**config.mk**
```make
export PLATFORM = sky130hd
export DESIGN_NAME = control_register_bank
export DESIGN_NICKNAME = d
export VERILOG_FILES = /design/src/rtl/control_register_bank.sv
export SDC_FILE = /design/constraint.sdc
export NUM_CORES = 1
export LEC_CHECK = 0
export CORE_ASPECT_RATIO = 1.75
export CORE_MARGIN = 3
export CORE_UTILIZATION = 47
export DETAILED_ROUTE_END_ITERATION = 6
export PLACE_DENSITY = 0.73
export SETUP_SLACK_MARGIN = 0.4
export SLEW_MARGIN = 10
export SYNTH_ARGS = -nofsm -noshare
export SYNTH_HDL_FRONTEND = slang
export SYNTH_SLANG_ARGS = --single-unit
```
**constraint.sdc**
```tcl
create_clock -name clk -period 1.75 [get_ports clk]
set_clock_uncertainty 0.1 [all_clocks]
set_input_delay 0.175 -clock clk [delete_from_list [all_inputs] [get_ports clk]]
set_output_delay 0.175 -clock clk [all_outputs]
set_load 0.1 [all_outputs]
```
**src/rtl/control_register_bank.sv**
```systemverilog
//==============================================================================
// Module      : control_register_bank
// Description : Shadow/active control register bank with masked edge-triggered
//               writes, atomic commit to the active bank and registered readback.
// Revision    : 1.0 - initial release
//==============================================================================
`default_nettype none

module control_register_bank #(
    parameter int NUM_REGS   = 8,
    parameter int DATA_WIDTH = 8,
    parameter int ADDR_WIDTH = (NUM_REGS > 1) ? $clog2(NUM_REGS) : 1,
    parameter logic [NUM_REGS*DATA_WIDTH-1:0] RESET_VALUES = '0,
    parameter int AUTO_COMMIT = 0
) (
    input  logic                           clk,
    input  logic                           reset,
    input  logic                           wr_en,
    input  logic [ADDR_WIDTH-1:0]          wr_addr,
    input  logic [DATA_WIDTH-1:0]          wr_data,
    input  logic [DATA_WIDTH-1:0]          wr_mask,
    output logic                           wr_err,
    input  logic                           commit,
    output logic                           pending,
    output logic                           applied,
    input  logic [ADDR_WIDTH-1:0]          rd_addr,
    output logic [DATA_WIDTH-1:0]          rd_data,
    output logic [NUM_REGS*DATA_WIDTH-1:0] active
);

    localparam int                c_bank_w      = NUM_REGS * DATA_WIDTH;
    localparam logic [ADDR_WIDTH:0] c_num_regs  = (ADDR_WIDTH + 1)'(NUM_REGS);
    localparam logic              c_auto_commit = (AUTO_COMMIT != 0);

    logic                  r_wr_en_q;
    logic [c_bank_w-1:0]   r_shadow;
    logic [c_bank_w-1:0]   w_shadow_next;
    logic [DATA_WIDTH-1:0] w_rd_val;
    logic                  w_edge;
    logic                  w_in_range;
    logic                  w_do_write;
    logic                  w_do_commit;

    assign w_edge      = wr_en & ~r_wr_en_q;
    assign w_in_range  = ({1'b0, wr_addr} < c_num_regs);
    assign w_do_write  = w_edge & w_in_range;
    assign w_do_commit = commit | (c_auto_commit & w_do_write);

    // Merged shadow is what a same-cycle commit forwards; readback sees the old shadow.
    always_comb begin
        w_shadow_next = r_shadow;
        w_rd_val      = '0;
        for (int i = 0; i < NUM_REGS; i++) begin
            if (w_do_write && (wr_addr == ADDR_WIDTH'(i))) begin
                w_shadow_next[i*DATA_WIDTH +: DATA_WIDTH] =
                    (r_shadow[i*DATA_WIDTH +: DATA_WIDTH] & ~wr_mask) | (wr_data & wr_mask);
            end
            if (rd_addr == ADDR_WIDTH'(i)) begin
                w_rd_val = r_shadow[i*DATA_WIDTH +: DATA_WIDTH];
            end
        end
    end

    // Edge detector resets high so a strobe held through reset is not a write.
    always_ff @(posedge clk) begin
        if (reset) begin
            r_wr_en_q <= 1'b1;
            r_shadow  <= RESET_VALUES;
            active    <= RESET_VALUES;
            pending   <= 1'b0;
            applied   <= 1'b0;
            wr_err    <= 1'b0;
            rd_data   <= '0;
        end else begin
            r_wr_en_q <= wr_en;
            r_shadow  <= w_shadow_next;
            rd_data   <= w_rd_val;
            wr_err    <= w_edge & ~w_in_range;
            if (w_do_commit && (pending || w_do_write)) begin
                active  <= w_shadow_next;
                pending <= 1'b0;
                applied <= 1'b1;
            end else begin
                applied <= 1'b0;
                if (w_do_write) begin
                    pending <= 1'b1;
                end
            end
        end
    end

endmodule

`default_nettype wire

```
==> results.ini, run 1 <==
[route]
wl_per_cell_um=22.9
viasPerCell=5.98
remaining_drc_errors=0
first_pass_iters=6
num_vias=5045
ant_nets=0
wl_um=19300
drt_iter0_markers=362

[sta]
rsz0062_at_grt=yes
setup_ws_ns=-0.0356
fin_crit_ns=1.79
post-route-period-util_pct=102
maxSlewViolCount=0
relSlewSlack_pct=55.4
setup_viol=19
max_freq_ghz=0.560
tightest_slew_ns=0.668
final_hold_viol_count=0

[synth]
synth_ff_type=dfxtp_1
synth_area_leaders=dfxtp_1 50%, mux2i_1 14%, o2bb2ai_1 10%
synthesis.nets=586
async_reset_ff_share_pct=0
yosys_warnings=0
syn_area_per_cell_um2=9.91
synth_enable_flop_cells=0
seq_area_frac_synth_pct=50.1
synth.most_common_cell=dfxtp_1
netlist.area_leader.share_pct=50.1
synth_top_area_cell=dfxtp_1
synth_common_cells=139 x dfxtp_1, 93 x nor2_1, 79 x mux2i_1
synthDistinctLibCells=41
post_synth_inst_count=560
netlist_area_um2=5550
synth_seq_cells=139

[global_routing]
grt_pass1_wl_um=28300
grt.total_usage_pct=28.9
grt_pass1_vias=5169
antenna_found_initial=0
grt_max_degree=36
grt-ovfl-total=0

[critical_path]
path_delay_family=buffers and inverters
critPathRequiredTime_ns=1.99
cp_cell_sequence=buf_4, nor4b_2, buf_4, nand2_2, mux2i_1, buf_4, o2bb2ai_2
cp_max_fo=8
start_kind=flip-flop
crit_arrival_ns=2.02
cpMaxStageDelayCell=dfxtp_4
worstReg2RegStart=r_wr_en_q
crit_path_max_incr_delay_ns=0.35
cp_common_cell=buf_4
setup.worst_path.start=r_wr_en_q
critPathKind=flip-flop to flip-flop
crit_buf_inv=3
endpoint_kind=flip-flop

[placed_design]
io_buffers=99
dpl-instance-area_um2=7750
gp_congestion=0.905
place_hpwl_um=12200
dp_slack_ns=-0.518
dpl.cell_count=796

[clock_network]
numCtsBuffers=17
htree_levels=4
cts.sinks=139
cts_tree=built
holdBufCountCts=0
clk_path_buf_depth=2
insertion_delay_ns=0.42
cts_root_buffer=clkbuf_16
clkTransAtPathRegs_ns=0.06

[finish]
final_cell_area_um2=9370
drive_gt1_share_pct=46.5
area_growth_pct=68.8
fin_cells=844
final_util_pct=82.5
finalNetCount=725
diodes=0

[power_and_ir_drop]
ir_drop_mv=0.801
p_int_mw=5.99
p_comb_share_pct=9.4
p_clk_share_pct=49.9
p_per_area_nw_per_um2=839
power_mw=7.86
p_leak_nw=3.55
sw_frac_of_total_pct=23.8
seq_power_share_pct=40.6
p_sw_mw=1.87

[floorplanning]
die_y_um=150
fp.dieW_um=88.2
io_pins=101
start_util_pct=48.9
dieArea_um2=13200
coreArea_um2=11400
rows=51

[flow_run]
max_cap_viol_count=0

[worst_hold_path]
holdCritPathClass=input pin to flip-flop
min-delay-start=reset

[status]
outcome=finished with violations
violations=negative setup slack

## flip-flops by register name (all words and copies together), names as in the netlist
register,cells
r_wr_en_q,1
pending,1
r_shadow,64
rd_data,8
applied,1
active,64
## layer usage
| metal | routed length, um | GRT usage, % | vias up | part of all wire [%] |
|---|---|---|---|---|
| met5 | 0 | 0 | - | 0 |
| met4 | 889 | 15.7 | 0 | 4.6 |
| met3 | 959 | 5.56 | 67 | 5.0 |
| met2 | 10100 | 48.7 | 225 | 52 |
| met1 | 7350 | 33.8 | 2496 | 38 |
| li1 | - | - | 2257 | - |
## worst paths after layout
path	to	slack, ns	cells past startpoint
min reg2reg	active[15]	0.40	1
max reg2reg	active[2]	-0.04	7
max	active[2]	-0.04	7
min	rd_data[6]	0.11	2
## per-stage QoR
step	hold slack, ns	setup TNS (ns)
6_report	0.109	-0.312
5_1_grt	0.0979	-1.83
4_1_cts	0.132	0
3_5_place_dp	0.395	-26.53
3_3_place_gp	0.394	-20.47
2_1_floorplan	0.141	0
## power by group through the flow
| stage | sequential [mW] | clock [mW] | combinational (mW) |
|---|---|---|---|
| 6_report | 3.19 | 3.93 | 0.743 |
| 5_1_grt | 3.19 | 4.08 | 0.772 |
| 4_1_cts | 3.19 | 3.93 | 0.675 |
| 3_5_place_dp | 3.26 | 0 | 0.564 |
| 3_3_place_gp | 3.26 | 0 | 0.556 |
| 2_1_floorplan | 3.32 | 0 | 0.249 |
## cell type report
class | instances | area, um2
fillers | 593 | 1990
well taps | 132 | 165
multi-input cells | 370 | 3260
inverters | 3 | 11.3
clock inverters | 12 | 183
flip-flops and latches | 139 | 2810
repair buffers | 168 | 2480
clock buffers | 20 | 467
## cells by family after synthesis
logic type,after synthesis,share of synthesized area [%]
multiplexers,80,14.4
AND/OR/NAND/NOR,182,15.3
flip-flops,139,50.1
buffers and inverters,51,4.35
other,1,0.0675
AO/OA/AOI/OAI,107,15.7
## placed cells by master, fill, tap and decap left out, types with 4 or more instances in the layout
cell / count
nand2_1: 16
mux2i_4: 8
buf_4: 46
nor2_4: 25
mux2i_2: 38
buf_6: 9
nor2b_1: 10
nand2_2: 22
nor2_2: 7
nand2b_1: 7
a21oi_1: 6
clkdlybuf4s50_1: 20
dfxtp_1: 126
dfxtp_2: 10
bufinv_16: 4
nor2_1: 69
clkbuf_16: 18
mux2i_1: 33
o2bb2ai_2: 9
nand2_4: 8
buf_12: 84
o22ai_1: 6
o2bb2ai_1: 55
## timing repair
| action | CTS | global route |
|---|---|---|
| gates cloned | 3 | 1 |
| gates resized for setup | 118 | 86 |
| endpoints found under the setup margin | 141 | 139 |
| buffers inserted | 7 | 5 |
| pin swaps | 52 | 28 |
| endpoints found under the hold margin | 0 | 0 |
Power figures use the tool's default switching activity.
==> run 2: changes to the inputs <==
Settings changed: SLEW_MARGIN 10 to unset.
==> results of run 2 <==
Same layout as run 1: the final DEF is identical, and so are final timing and power.
